**config.mk**
```make
export PLATFORM = sky130hd
export DESIGN_NAME = zp_cache_dma_arbiter
export DESIGN_NICKNAME = d
export VERILOG_FILES = /design/src/rtl/zp_dma_arb_pkg.sv /design/src/rtl/zp_dma_route_fifo.sv /design/src/rtl/zp_cache_dma_arbiter.sv
export SDC_FILE = /design/constraint.sdc
export NUM_CORES = 1
export LEC_CHECK = 0
export ABC_AREA = 1
export CORE_AREA = 5 5 187 189
export DETAILED_ROUTE_END_ITERATION = 16
export DIE_AREA = 0 0 192 194
export PLACE_DENSITY_LB_ADDON = 0.05
export SYNTH_ARGS = -nofsm -noshare
export SYNTH_HDL_FRONTEND = slang
export SYNTH_SLANG_ARGS = --single-unit
```
**constraint.sdc**
```tcl
create_clock -name clk_i -period 1.7 [get_ports clk_i]
set_clock_uncertainty 0.15 [all_clocks]
set_input_delay 0.34 -clock clk_i [delete_from_list [all_inputs] [get_ports clk_i]]
set_output_delay 0.34 -clock clk_i [all_outputs]
set_load 0.05 [all_outputs]
```
**src/rtl/zp_dma_arb_pkg.sv**
```systemverilog
// rtl/zp_dma_arb_pkg.sv - shared types and packet-field helpers for the DRAM DMA port arbiter
package zp_dma_arb_pkg;

    typedef logic req_id_t;

    typedef enum logic {e_w_idle, e_w_busy} wr_state_e;

    // The write_not_read flag sits directly above the address field.
    function automatic int unsigned pkt_wnr_idx(input int unsigned caddr_width);
        return caddr_width;
    endfunction

endpackage

```
**src/rtl/zp_dma_route_fifo.sv**
```systemverilog
// rtl/zp_dma_route_fifo.sv - in-order requester-id FIFO for outstanding read bursts, pops on the last beat
module zp_dma_route_fifo
    import zp_dma_arb_pkg::*;
#(
    parameter int unsigned els_p       = 4,
    parameter int unsigned burst_len_p = 8
) (
    input  logic    clk_i,
    input  logic    reset_i,
    input  logic    push_i,
    input  req_id_t push_id_i,
    input  logic    beat_i,
    output logic    full_o,
    output logic    empty_o,
    output req_id_t head_o
);

    localparam int unsigned ptr_w_lp = $clog2(els_p);
    localparam int unsigned cnt_w_lp = (burst_len_p > 1) ? $clog2(burst_len_p) : 1;
    localparam logic [cnt_w_lp-1:0] last_beat_lp = cnt_w_lp'(burst_len_p - 1);
    localparam logic [cnt_w_lp-1:0] cnt_one_lp   = cnt_w_lp'(1);
    localparam logic [ptr_w_lp:0]   ptr_one_lp   = (ptr_w_lp + 1)'(1);

    req_id_t [els_p-1:0]  mem_q, mem_d;
    logic [ptr_w_lp:0]    wptr_q, wptr_d;
    logic [ptr_w_lp:0]    rptr_q, rptr_d;
    logic [cnt_w_lp-1:0]  rd_cnt_q, rd_cnt_d;
    logic                 pop;

    // Pointers carry one extra wrap bit so full and empty are distinguishable.
    assign empty_o = (wptr_q == rptr_q);
    assign full_o  = (wptr_q[ptr_w_lp] != rptr_q[ptr_w_lp])
                  && (wptr_q[ptr_w_lp-1:0] == rptr_q[ptr_w_lp-1:0]);
    assign head_o  = mem_q[rptr_q[ptr_w_lp-1:0]];
    assign pop     = beat_i && !empty_o && (rd_cnt_q == last_beat_lp);

    always_comb begin
        mem_d    = mem_q;
        wptr_d   = wptr_q;
        rptr_d   = rptr_q;
        rd_cnt_d = rd_cnt_q;
        if (push_i) begin
            mem_d[wptr_q[ptr_w_lp-1:0]] = push_id_i;
            wptr_d = wptr_q + ptr_one_lp;
        end
        if (beat_i && !empty_o) begin
            rd_cnt_d = pop ? '0 : rd_cnt_q + cnt_one_lp;
        end
        if (pop) begin
            rptr_d = rptr_q + ptr_one_lp;
        end
    end

    always_ff @(posedge clk_i) begin
        if (reset_i) begin
            mem_q    <= '0;
            wptr_q   <= '0;
            rptr_q   <= '0;
            rd_cnt_q <= '0;
        end else begin
            mem_q    <= mem_d;
            wptr_q   <= wptr_d;
            rptr_q   <= rptr_d;
            rd_cnt_q <= rd_cnt_d;
        end
    end

endmodule

```
**src/rtl/zp_cache_dma_arbiter.sv**
```systemverilog
// rtl/zp_cache_dma_arbiter.sv - two-requester arbiter for one bsg_cache DRAM DMA port; ZP_DMA_ARB_PERF_EN adds grant counters
module zp_cache_dma_arbiter
    import zp_dma_arb_pkg::*;
#(
    parameter int unsigned caddr_width_p   = 28,
    parameter int unsigned l2_fill_width_p = 64,
    parameter int unsigned burst_len_p     = 8,
    parameter int unsigned route_els_p     = 4
) (
    input  logic                                clk_i,
    input  logic                                reset_i,
    input  logic [1:0][caddr_width_p:0]         req_pkt_i,
    input  logic [1:0]                          req_pkt_v_i,
    output logic [1:0]                          req_pkt_yumi_o,
    output logic [l2_fill_width_p-1:0]          req_data_o,
    output logic [1:0]                          req_data_v_o,
    input  logic [1:0]                          req_data_ready_and_i,
    input  logic [1:0][l2_fill_width_p-1:0]     req_data_i,
    input  logic [1:0]                          req_data_v_i,
    output logic [1:0]                          req_data_yumi_o,
    output logic [caddr_width_p:0]              dma_pkt_o,
    output logic                                dma_pkt_v_o,
    input  logic                                dma_pkt_yumi_i,
    input  logic [l2_fill_width_p-1:0]          dma_data_i,
    input  logic                                dma_data_v_i,
    output logic                                dma_data_ready_and_o,
    output logic [l2_fill_width_p-1:0]          dma_data_o,
    output logic                                dma_data_v_o,
    input  logic                                dma_data_yumi_i,
    output logic [1:0][31:0]                    pkt_count_o
);

    localparam int unsigned wnr_bit_lp = pkt_wnr_idx(caddr_width_p);
    localparam int unsigned wcnt_w_lp  = (burst_len_p > 1) ? $clog2(burst_len_p) : 1;
    localparam logic [wcnt_w_lp-1:0] wr_last_lp = wcnt_w_lp'(burst_len_p - 1);
    localparam logic [wcnt_w_lp-1:0] wr_one_lp  = wcnt_w_lp'(1);

    logic [1:0]           pkt_is_wr;
    logic [1:0]           elig;
    req_id_t              winner;
    logic                 pkt_fire;
    logic                 route_push;
    logic                 rd_beat;
    logic                 fifo_full;
    logic                 fifo_empty;
    req_id_t              fifo_head;

    req_id_t              rr_last_q, rr_last_d;
    logic                 hold_q, hold_d;
    req_id_t              hold_id_q, hold_id_d;
    wr_state_e            wr_state_q, wr_state_d;
    req_id_t              wr_owner_q, wr_owner_d;
    logic [wcnt_w_lp-1:0] wr_cnt_q, wr_cnt_d;

    always_comb begin
        pkt_is_wr = '0;
        elig      = '0;
        for (int i = 0; i < 2; i++) begin
            pkt_is_wr[i] = req_pkt_i[i][wnr_bit_lp];
            elig[i]      = req_pkt_v_i[i]
                        && (pkt_is_wr[i] ? (wr_state_q == e_w_idle) : !fifo_full);
        end
    end

    // A stalled grant stays with its winner so the presented packet cannot change.
    always_comb begin
        winner = 1'b0;
        if (hold_q) begin
            winner = hold_id_q;
        end else if (&elig) begin
            winner = ~rr_last_q;
        end else begin
            winner = elig[1];
        end
    end

    assign dma_pkt_v_o    = hold_q | (|elig);
    assign dma_pkt_o      = req_pkt_i[winner];
    assign pkt_fire       = dma_pkt_v_o & dma_pkt_yumi_i;
    assign req_pkt_yumi_o = {pkt_fire & winner, pkt_fire & ~winner};
    assign route_push     = pkt_fire & ~pkt_is_wr[winner];

    always_comb begin
        rr_last_d       = rr_last_q;
        hold_d          = hold_q;
        hold_id_d       = hold_id_q;
        wr_state_d      = wr_state_q;
        wr_owner_d      = wr_owner_q;
        wr_cnt_d        = wr_cnt_q;
        dma_data_v_o    = 1'b0;
        req_data_yumi_o = '0;

        if (dma_pkt_v_o && !dma_pkt_yumi_i) begin
            hold_d    = 1'b1;
            hold_id_d = winner;
        end else if (pkt_fire) begin
            hold_d    = 1'b0;
            rr_last_d = winner;
        end

        case (wr_state_q)
            e_w_idle: begin
                if (pkt_fire && pkt_is_wr[winner]) begin
                    wr_state_d = e_w_busy;
                    wr_owner_d = winner;
                    wr_cnt_d   = '0;
                end
            end
            e_w_busy: begin
                dma_data_v_o                = req_data_v_i[wr_owner_q];
                req_data_yumi_o[wr_owner_q] = dma_data_yumi_i;
                if (dma_data_yumi_i) begin
                    if (wr_cnt_q == wr_last_lp) begin
                        wr_state_d = e_w_idle;
                        wr_cnt_d   = '0;
                    end else begin
                        wr_cnt_d = wr_cnt_q + wr_one_lp;
                    end
                end
            end
            default: wr_state_d = e_w_idle;
        endcase
    end

    assign dma_data_o = req_data_i[wr_owner_q];

    always_ff @(posedge clk_i) begin
        if (reset_i) begin
            rr_last_q  <= 1'b1;
            hold_q     <= 1'b0;
            hold_id_q  <= 1'b0;
            wr_state_q <= e_w_idle;
            wr_owner_q <= 1'b0;
            wr_cnt_q   <= '0;
        end else begin
            rr_last_q  <= rr_last_d;
            hold_q     <= hold_d;
            hold_id_q  <= hold_id_d;
            wr_state_q <= wr_state_d;
            wr_owner_q <= wr_owner_d;
            wr_cnt_q   <= wr_cnt_d;
        end
    end

    zp_dma_route_fifo #(
        .els_p       (route_els_p),
        .burst_len_p (burst_len_p)
    ) route_fifo (
        .clk_i     (clk_i),
        .reset_i   (reset_i),
        .push_i    (route_push),
        .push_id_i (winner),
        .beat_i    (rd_beat),
        .full_o    (fifo_full),
        .empty_o   (fifo_empty),
        .head_o    (fifo_head)
    );

    assign req_data_o           = dma_data_i;
    assign req_data_v_o         = {dma_data_v_i & ~fifo_empty & fifo_head,
                                   dma_data_v_i & ~fifo_empty & ~fifo_head};
    assign dma_data_ready_and_o = ~fifo_empty & req_data_ready_and_i[fifo_head];
    assign rd_beat              = dma_data_v_i & dma_data_ready_and_o;

    a_no_orphan_read_data: assert property (@(posedge clk_i) disable iff (reset_i)
        !(dma_data_v_i && fifo_empty));

`ifdef ZP_DMA_ARB_PERF_EN
    logic [1:0][31:0] pkt_count_q, pkt_count_d;

    always_comb begin
        pkt_count_d = pkt_count_q;
        for (int i = 0; i < 2; i++) begin
            if (req_pkt_yumi_o[i]) begin
                pkt_count_d[i] = pkt_count_q[i] + 32'd1;
            end
        end
    end

    always_ff @(posedge clk_i) begin
        if (reset_i) begin
            pkt_count_q <= '0;
        end else begin
            pkt_count_q <= pkt_count_d;
        end
    end

    assign pkt_count_o = pkt_count_q;
`else
    assign pkt_count_o = '0;
`endif

endmodule

```
======== Yosys cells after proc, flatten, opt, wreduce, memory -nomap -nowiden ========
Cells that the tools add are included.
operators by class
  $add $sub $neg .......................... 4
  $lt $le $gt $ge ......................... 7
  equal/unequal tests ..................... 7
  multiplexer cells ....................... 34
  bitwise gates (word level) .............. 18
  reductions and logical operators ........ 18
operators by type and width
  cell                                                                           count
  64-bit two-way mux                                                             2
  29-bit two-way mux                                                             2
  1-bit two-way mux                                                              19
  3-bit by 1-bit adder with 3-bit output (second input constant)                 4
  3-bit two-way mux                                                              4
  1-bit bitwise AND                                                              9
  1-bit logical AND                                                              9
  2-bit AND reduction                                                            4
  1-bit NOT                                                                      7
  3-bit == test (second input constant)                                          2
  1-bit by 2-bit less-than comparator with 1-bit output (second input constant)  3
  2-bit by 3-bit less-than comparator with 1-bit output (second input constant)  2
  3-bit case mux with 2 select lines                                             1
  4-bit bitwise mux                                                              1
  3-bit == test                                                                  1
  1-bit zero test                                                                3
  2-bit bitwise AND                                                              1
  1-bit binary-select mux with 2-bit select                                      1
  1-bit demux with 2-bit select                                                  1
  2-bit == test                                                                  1
  2-bit by 1-bit >= comparator with 1-bit output (second input constant)         1
  2-bit two-way mux                                                              1
  2-bit by 1-bit != test with 1-bit output (second input constant)               1
  2-bit != test (second input constant)                                          1
  7 further kinds                                                                7
storage, ports and cells
  register bits after elaboration ......... 21
  input port bits ......................... 261
  output and inout port bits .............. 230
  logic and storage cells ................. 98

======== Logic depth before layout (Yosys ltp) ========
Gate-level depths: netlist of run 1.
  word-level depth ........................ 13
  gate-level depth with buffers ........... 13
  depth with buffers taken out ............ 13

======== Hierarchy ========
A second synthesis of run 1 with hierarchy kept.
second synthesis, totals
  cell total of the unflattened synthesis .. 598
  area, all modules ....................... 3,344.5 um^2
by module, submodules not included
  module                instances  cells each  area each (um^2)
  zp_cache_dma_arbiter  1          501         2,616.3
  zp_dma_route_fifo     1          97          728.2

======== Least setup slack after synthesis of run 1 ========
No wires, ideal clock.
  path type ............................... flip-flop to output port
  from .................................... reg route_fifo.wptr_q[0]
  to ...................................... out req_pkt_yumi_o[0]
  data arrival time ....................... 1,810 ps
  setup slack ............................. -600 ps
  cell stages (with the launch flop) ...... 9
  path buffers ............................ 1
  path through ............................ dfxtp_1 > xnor2_1 > nand4_1 > nand2_1 > nand2_2 > nand3_4 > inv_2 > buf_2 > nor2_1
between the ends
  longest elaborated chain between the ends .. 10
RTL lines
  item                    RTL line                    source
  start, declared         zp_dma_route_fifo.sv:25     logic [ptr_w_lp:0] wptr_q, wptr_d;
  start signal, assigned  zp_dma_route_fifo.sv:62     wptr_q <= wptr_d;
  2-bit == test *         zp_dma_route_fifo.sv:33     && (wptr_q[ptr_w_lp-1:0] == rptr_q[ptr_w_lp-1:0]);
  1-bit logical AND *     zp_dma_route_fifo.sv:33
  1-bit zero test *       zp_cache_dma_arbiter.sv:61  && (pkt_is_wr[i] ? (wr_state_q == e_w_idle) : !fifo_full);
  1-bit two-way mux       zp_cache_dma_arbiter.sv:61
  1-bit logical AND       zp_cache_dma_arbiter.sv:61
  2-bit AND reduction     zp_cache_dma_arbiter.sv:70  end else if (&elig) begin
  1-bit two-way mux       zp_cache_dma_arbiter.sv:70
  1-bit two-way mux       zp_cache_dma_arbiter.sv:68  if (hold_q) begin
  1-bit NOT               zp_cache_dma_arbiter.sv:80  assign req_pkt_yumi_o = {pkt_fire & winner, pkt_fire & ~winner};
  1-bit bitwise AND *     zp_cache_dma_arbiter.sv:80
  end, declared           zp_cache_dma_arbiter.sv:14  output logic [1:0] req_pkt_yumi_o,
Every way passes the cells marked *; elsewhere a longest branch is shown, timed or not.

======== Worst setup path after layout of run 1 ========
  from .................................... reg route_fifo.rptr_q[1]
  to ...................................... out dma_pkt_o[5]
between the ends
  longest elaborated chain between the ends .. 10
RTL lines
  item                                                     RTL line                    source
  start, declared                                          zp_dma_route_fifo.sv:26     logic [ptr_w_lp:0] rptr_q, rptr_d;
  start signal, assigned                                   zp_dma_route_fifo.sv:63     rptr_q <= rptr_d;
  2-bit == test *                                          zp_dma_route_fifo.sv:33
  1-bit logical AND *                                      zp_dma_route_fifo.sv:33
  1-bit zero test *                                        zp_cache_dma_arbiter.sv:61
  1-bit two-way mux                                        zp_cache_dma_arbiter.sv:61
  1-bit logical AND                                        zp_cache_dma_arbiter.sv:61
  2-bit AND reduction                                      zp_cache_dma_arbiter.sv:70
  1-bit two-way mux *                                      zp_cache_dma_arbiter.sv:70
  1-bit two-way mux *                                      zp_cache_dma_arbiter.sv:68
  29-bit two-way mux (not written as such) * (2 in a row)  zp_cache_dma_arbiter.sv:78  assign dma_pkt_o = req_pkt_i[winner];
  end, declared                                            zp_cache_dma_arbiter.sv:21  output logic [caddr_width_p:0] dma_pkt_o,
Every way passes the cells marked *; elsewhere a longest branch is shown, timed or not. The select of a mux whose other input is x is not followed.

==> run summary, run 1 <==
The post-route clock period utilization is 136.3%. The number of levels in the clock H-tree is 1. The later-pin clock latency in the skew report is between 200 and 300 ps. The peak fanout along the critical path came out at 8. The part of the Yosys area used for sequential elements is 12.63%. Summing every instance area after synthesis gives between 0.003 and 0.004 mm².

The register clock-pin slew on the reported worst setup and hold paths is ~70 ps. The most repeated cell in the gate-level netlist after synthesis is sky130_fd_sc_hd__nand2_1. The number of max-cap violations is 0. The number of setup violations in the final report is between 100 and 150. The critical path contains buffers and inverters numbering 4 combined. In this run the power spent charging and discharging nets is 0.002922 W.

The sequential share of power came out at under 10%. Row generation in the floorplan step produced 67 rows. The number of buffers created by CTS is 3. The first-pass GRT wire length came out at about 33,000 µm.

The final standard cell area without fillers came out at between 0.01 and 0.015 mm². The worst endpoint required time came out at roughly 1200 ps. For this run, the slowest stage of the critical path takes ~360 ps. For the worst setup path, the data arrival time is 1830 ps. The clock tree from TritonCTS is yes. The synthesized design contains 21 register bits. STA classifies the critical path startpoint as a register. The slowest stage of the critical path belongs to the cell sky130_fd_sc_hd__dfxtp_4.

The die span in y is 194 µm. The hold buffer count at CTS came out at 0. The commonest cells after synthesis are sky130_fd_sc_hd__nand2_1, sky130_fd_sc_hd__buf_4, sky130_fd_sc_hd__nor2_1.

The gate family responsible for the most delay along the worst path is simple AND/OR/NAND/NOR gates. The worst slack at placement came out at -915.3 ps. The clock network fraction of total power is between 8 and 9%. Cell internal power was estimated by the tool at ~0.0031 W. The max-slew violation count came out at 0. The via density per instance is about 3.4.

The overall fraction of global-route tracks in use is between 10% and 20%. The largest total area in the synthesized netlist belongs to sky130_fd_sc_hd__nand2_1. The peak ir drop on the vdd network is between 200 and 300 µV.

The clock sink count is 21. After global routing the overflow that remains totals 0. The final number of hold-violating endpoints came to 0. The run finished, with violations left. The clock passes through at most 2 buffers. The number of primary I/O pins came out at approximately 500. The growth of design area from synthesis to finish came out at 202.8%. The number of distinct standard cells referenced by the synthesized netlist is 30.

Sorting the synthesized cells by area gives the leading types as sky130_fd_sc_hd__nand2_1, sky130_fd_sc_hd__buf_4, sky130_fd_sc_hd__dfxtp_1. The die width is 192 µm. Routability-driven placement finished with a final weighted congestion of between 0.7 and 0.8. The worst hold slack is 325.5 ps. In the post-route analysis, the smallest setup slack over all paths is -617.7 ps. The count of antenna-violating nets left after detailed routing came out at 0.

The most used flip-flop cell after synthesis is sky130_fd_sc_hd__dfxtp_1. The final reports fail on negative setup slack. The signal on the critical path passes through inv_2 > nand2_2 > nand2_4 > nand4_1 > nand2_2 > nand2_2 > nand3_4 > buf_12 > buf_12 > nand2_4 > nand2_4 > buf_12. The average detailed-routed wire length per instance is approximately 17 µm. STA classifies the critical path endpoint as an output port. The total die area came out at 0.03725 mm². After layout, the minimum clock period comes to about 2300 ps. The ratio of cells with drive above 1 in the final layout came out at between 50 and 60%.

The critical path class is register to output port. The count of yosys warnings during synthesis is 0. The fraction of synthesis flops using an asynchronous set or reset pin is 0%. The cell sitting at the root of the clock tree is a sky130_fd_sc_hd__clkbuf_16. The floorplan step defined a core boundary enclosing 0.03311 mm². The count of buffers from port buffering came out at a little under 300. The placed wire-length estimate is 18,250 µm. The synthesized netlist cell count came out at approximately 600. The leakage power figure is between 4 and 5 nW. The pin count of the biggest net entering global routing is 17. The share of the synthesized area in the top cell type is 35.53%. The path class of the tightest hold or removal check is register to register. The top achievable clock speed came out at about 430 MHz.

The number of vias after detailed routing is between 4,000 and 5,000. The total power is around 0.006 W. Once placement finished, the instance area stood at 0.007049 mm². The pre-antenna-repair detailed-routing pass consisted of 4 iterations. The via count of the first global-routing pass is around 4,700. Of the total power, the share spent switching nets is between 40% and 50%. The number of enable-type register cells in the synthesized netlist came out at 0. The initial antenna violation count is 4.

In the routed design, unresolved DRC markers number 0. The synthesized area per cell came out at ~5.5 µm². The violation count after the first detailed-routing iteration came out at just under 90.

In this run the power density over the cells is 593.1 mW/mm². The combinational cell fraction of total power came out at slightly above 80%. At the end of the flow, the number of nets in the layout was 1,193. Setup repair after global routing could not meet its margin everywhere. The sum of routed wire length over all layers is about 24,000 µm. The effective utilization at floorplan came out at 10.05%.
registers in the layout, summed over array words and instances, names as in the netlist:
signal and cells:
hold_id_q 1, wr_state_q 1, hold_q 1, route_fifo.wptr_q 3, route_fifo.rd_cnt_q 3, rr_last_q 1, wr_cnt_q 3, wr_owner_q 1
route_fifo.rptr_q 3, route_fifo.mem_q 4
per-layer routing:
metal,up-vias,wire length [µm],GRT usage [%]
li1,2300,-,-
met1,2176,7053,10.66
met2,200,15120,25.88
met3,18,1641,2.431
met4,0,249,2.694
met5,-,0,0
what timing repair did:
action,in CTS,in global routing
gates cloned,22,1
setup buffers,34,18
setup endpoints to repair,122,123
pin swaps,71,53
resized for setup,397,197
final timing paths:
path,startpoint,end,slack [ps],cells after the start
setup / recovery,route_fifo.rptr_q[1]$_SDFFE_PP0P_,dma_pkt_o[5],-620,12
hold / removal,hold_id_q$_SDFFE_PP0P_,hold_id_q$_SDFFE_PP0P_,330,2
setup reg to reg,route_fifo.rptr_q[1]$_SDFFE_PP0P_,wr_owner_q$_SDFFE_PP0P_,-440,16
hold reg to reg,hold_id_q$_SDFFE_PP0P_,hold_id_q$_SDFFE_PP0P_,330,2
tightest hold or removal path: cells and delay by family (launching register included):
kind / cells / cell delay, ps
DFF: 1 / 310
and+or+nand+nor: 1 / 70
AOI/OAI and AO/OA: 1 / 50
layout by cell type, fill, tap and decap left out, drive strengths merged:
cell / instances
nand2: 323
buf: 204
clkdlybuf4s50: 191
conb: 64
nor2: 24
inv: 24
dfxtp: 21
nand3: 15
a21oi: 11
ha: 9
o21ai: 8
diode: 5
nand4: 5
dlygate4sd2: 5
clkbuf: 5
a21boi: 2
clkinv: 2
xnor2: 1
or2: 1
and2: 1
xor2: 1
o211a: 1
a31oi: 1
nor3b: 1
nor3: 1
a211o: 1
layout make-up:
| cell class | instances | area, µm² |
|---|---|---|
| multi-input combinational | 470 | 3662 |
| timing repair buffer | 401 | 5141 |
| clock buffer | 4 | 78.83 |
| fill | 3508 | 23040 |
| inverter | 24 | 145.1 |
| tap | 448 | 560.5 |
| antenna | 5 | 12.51 |
| sequential | 21 | 440.4 |
| timing repair inverter | 2 | 36.28 |
power groups by stage:
stage / logic [W] / registers, W / clock network (W)
6_report: 0.00491 / 0.000538 / 0.000527
5_1_grt: 0.00513 / 0.000542 / 0.000576
4_1_cts: 0.00471 / 0.000538 / 0.000557
3_5_place_dp: 0.00355 / 0.000547 / 0
3_3_place_gp: 0.00357 / 0.000549 / 0
2_1_floorplan: 0.00254 / 0.000542 / 0
logic make-up (layout without fill, tap and decap cells):
kind of cell	Yosys count	after routing	share of synthesized area [%]
xor+xnor	2	2	0.5264
other cells	1	69	0.1127
simple gates	371	371	44.74
buf+inv	174	431	34.44
flops	21	21	12.63
fa+ha+maj	9	9	3.384
compound gates	24	24	4.173
through the flow:
stage,instances,TNS (ps),util (%)
floorplan,665,-7112,-
global route,1374,-43770,30.43
finish,1375,-34050,30.43
CTS,1368,-37860,28.28
detailed placement,1309,-37300,21.29
global placement,1309,-37430,21.29
Power figures use the tool's default switching activity.
==> run 2: changes to the inputs <==
GPL_ROUTABILITY_DRIVEN = 0   (was not set)
==> results of run 2 <==
The final DEF is identical to that of run 1; final timing and power are the same.
==> run 3: changes to the inputs <==
PLACE_DENSITY = 0.48   (was not set)
PLACE_DENSITY_LB_ADDON = not set   (was 0.05)
TNS_END_PERCENT = 1   (was not set)
==> run summary, run 3 (same netlist as run 1, synthesis figures left out) <==
The worst setup path is captured at an output port. The global-route congestion overflow total is 0 (unchanged). The pin count of the biggest net entering global routing came to 58 (+41). The first-pass detailed-route iteration total came to 4 (unchanged). The worst setup margin is -698.6 ps (-80.88 ps).

The number of stages on the worst hold path came out at 1 (-1). The top achievable clock speed came out at 416.9 MHz (-3.4%). The run finished, with violations left. The net count reported at finish came out at 1,134 (-4.9%). In this run the critical register-to-register path is captured at wr_owner_q$_SDFFE_PP0P_. The register clock-pin slew on the reported worst setup and hold paths came out at 60 ps (about the same). The number of vias after detailed routing came out at 4,225 (-10%). The peak ir drop on the vdd network was 312.1 µV (+20%). In this run the clock root is driven by a sky130_fd_sc_hd__clkbuf_16. The die span in y came out at 194 µm (unchanged).

The area growth from synthesis to layout is 142.6%. The placed wire-length estimate came out at 15,410 µm (-16%). The length in cells of the worst reg-to-reg path came to 14 (-2). The post-route clock period utilization was 141.1% (+4.8 points).

The maximum clock insertion buffer count is 2 (unchanged). The initial antenna violation count came to 0 (-4). The post-placement cell count is 1,300 (-0.69%). The clock sink count is 21 (unchanged).

The peak fanout along the critical path was 7 (-1). The worst endpoint required time is 1210 ps (about the same). The first-pass GRT wire length came to 25,990 µm (-21%). The critical path starts at route_fifo.wptr_q[0]$_SDFFE_PP0P_. The via density per instance is 3.223 (-5.6%). The final number of hold-violating endpoints came out at 0 (unchanged).

The later-pin clock latency in the skew report came out at 260 ps (about the same). The count of unresolved DRC violations after routing came out at 0 (unchanged). The flip-flop count of the largest register, all copies and words added came out at 4 (unchanged).

The total die area came to 0.03725 mm² (unchanged). The antenna diode count is 0 (-5). The number of primary I/O pins is 491 (unchanged). The count of buffers from port buffering came out at 298 (unchanged). The violation count after the first detailed-routing iteration is 105 (+19%).

The shortest period the worst path allows is 2399 ps (+80.88 ps). The worst endpoint data arrival time is 1910 ps (+80 ps). The most frequent standard cell in the layout excluding fill and tap cells is sky130_fd_sc_hd__nand2_1. The power per cell area is 638.4 mW/mm² (+7.6%). The filler-free cell count of the finished design came out at 1,311 (-4.7%). The number of buffers created by CTS came to 3 (unchanged).

The beginning of the worst register-to-register path is route_fifo.wptr_q[0]$_SDFFE_PP0P_. The overall fraction of global-route tracks in use was 8.850% (-3.0 points). The startpoint identified for the worst hold timing path is wr_cnt_q[0]$_SDFFE_PP0P_. The post-layout utilization of the core is 24.38% (-6.0 points). TritonCTS built the clock tree. The number of setup violations in the final report is 112 (-7.4%). The core footprint is 0.03311 mm² (unchanged). The final reports fail on negative setup slack. The hold buffer count at CTS is 0 (unchanged). The number of levels in the clock H-tree came out at 1 (unchanged). The worst-case register-to-register setup slack came out at -360 ps (+80 ps). The number of rows in the core area came to 67 (unchanged). The worst setup path is launched from a register. The via count of the first global-routing pass is 4,201 (-10%).

The effective utilization at floorplan is 10.05% (unchanged). The path class of the lowest-slack min-delay path is register to register. The number of max-cap violations is 0 (unchanged). The fill cell total of the finished layout came out at 3,666 (+4.5%).

The die width is 192 µm (unchanged). Setup repair after global routing could not meet its margin everywhere. The sum of routed wire length over all layers came to 18,060 µm (-25%).

Ranked by flip-flop count, first place goes to route_fifo.mem_q. The leakage power figure is 3.717 nW (-20%). The critical path class is register to output port. The ratio of cells with drive above 1 in the final layout is 33.95% (-23 points). The max-slew violation count came out at 0 (unchanged). The library cells used most frequently in the layout, excluding fill and tap cells, are sky130_fd_sc_hd__nand2_1, sky130_fd_sc_hd__clkdlybuf4s50_1, sky130_fd_sc_hd__buf_12.

The endpoint of the worst hold-timing path is wr_cnt_q[0]$_SDFFE_PP0P_. The count of antenna-violating nets left after detailed routing is 0 (unchanged). The average detailed-routed wire length per instance is 13.77 µm (-21%).
-- run 3: changes by cell type in the layout (fill, tap and decap cells not counted), moves of 6 or more --
cell and change:
sky130_fd_sc_hd__buf_6 -11, sky130_fd_sc_hd__buf_12 +48, sky130_fd_sc_hd__a21oi_1 +6, sky130_fd_sc_hd__nand2_1 +148
sky130_fd_sc_hd__buf_8 -68, sky130_fd_sc_hd__buf_16 -14, sky130_fd_sc_hd__buf_4 -12, sky130_fd_sc_hd__nand2_4 -145
-- run 3: per-stage QoR --
step	setup WS, ps	hold slack (ps)	setup TNS [ps]	power (W)	instance area (µm²)
finish	-698.6	313.1	-29700	0.005155	8074
global route	-785.5	334.7	-41220	0.005389	8074
CTS	-678.6	318.4	-30800	0.005167	7975
detailed placement	-941.7	309.9	-38350	0.004467	7551
global placement	-944.9	302.4	-38250	0.004459	7551
floorplan	-279.1	282.4	-16490	0.002957	3699
-- run 3: final cells by class --
class	instances	area (µm²)	share of cell area [%]
sequential	21	435.4	5.393
clock inverter	1	5.005	0.06199
clock buffer	3	75.07	0.9298
tap	448	560.5	6.943
multi-input combinational	470	2394	29.65
timing repair buffer	344	4491	55.62
inverter	24	113.9	1.410
-- run 3: what timing repair did --
action,CTS,global route
setup endpoints to repair,122,122
endpoints found under the hold margin,0,0
cloned,2,1
resized for setup,99,20
buffers inserted,3,1
pin swaps,19,11
-- run 3: worst max-delay path by stage --
stage                                to  slack, ps  depth (start not counted)
after global routing       dma_pkt_o[9]       -790                         12
after detailed placement  dma_pkt_o[19]       -940                          9
final                      dma_pkt_o[9]       -700                         11
after global placement    dma_pkt_o[19]       -940                          9
after CTS                  dma_pkt_o[5]       -680                         11
after floorplan            dma_pkt_o[0]       -280                          8
-- run 3: metal layers --
metal  GRT usage, %  wire (µm)  vias to the layer above
met1          9.453       6274                     1854
met2          16.86       9744                      163
met5              0          0                        -
met4          2.272        507                        0
li1               -          -                     2157
met3          2.521       1529                       51
-- run 3: critical path, cell delays in order (launching register included) --
cell                        delay (ps)
sky130_fd_sc_hd__dfxtp_4           360
sky130_fd_sc_hd__xnor2_4           180
sky130_fd_sc_hd__buf_6             120
sky130_fd_sc_hd__nand4_1            90
sky130_fd_sc_hd__nand2_2           120
sky130_fd_sc_hd__nand2_4            60
sky130_fd_sc_hd__nand3_4            80
sky130_fd_sc_hd__buf_12            170
sky130_fd_sc_hd__clkbuf_16         180
sky130_fd_sc_hd__nand2_2            50
sky130_fd_sc_hd__nand2_2            90
sky130_fd_sc_hd__buf_12            140
-- run 3: where the power goes --
part | leakage [nW] | switching (W) | total, W | internal [W]
combinational | 3.50 | 0.00226 | 0.00411 | 0.00185
clock | 0.0409 | 0.000191 | 0.000508 | 0.000316
sequential | 0.174 | 0.0000225 | 0.000538 | 0.000516
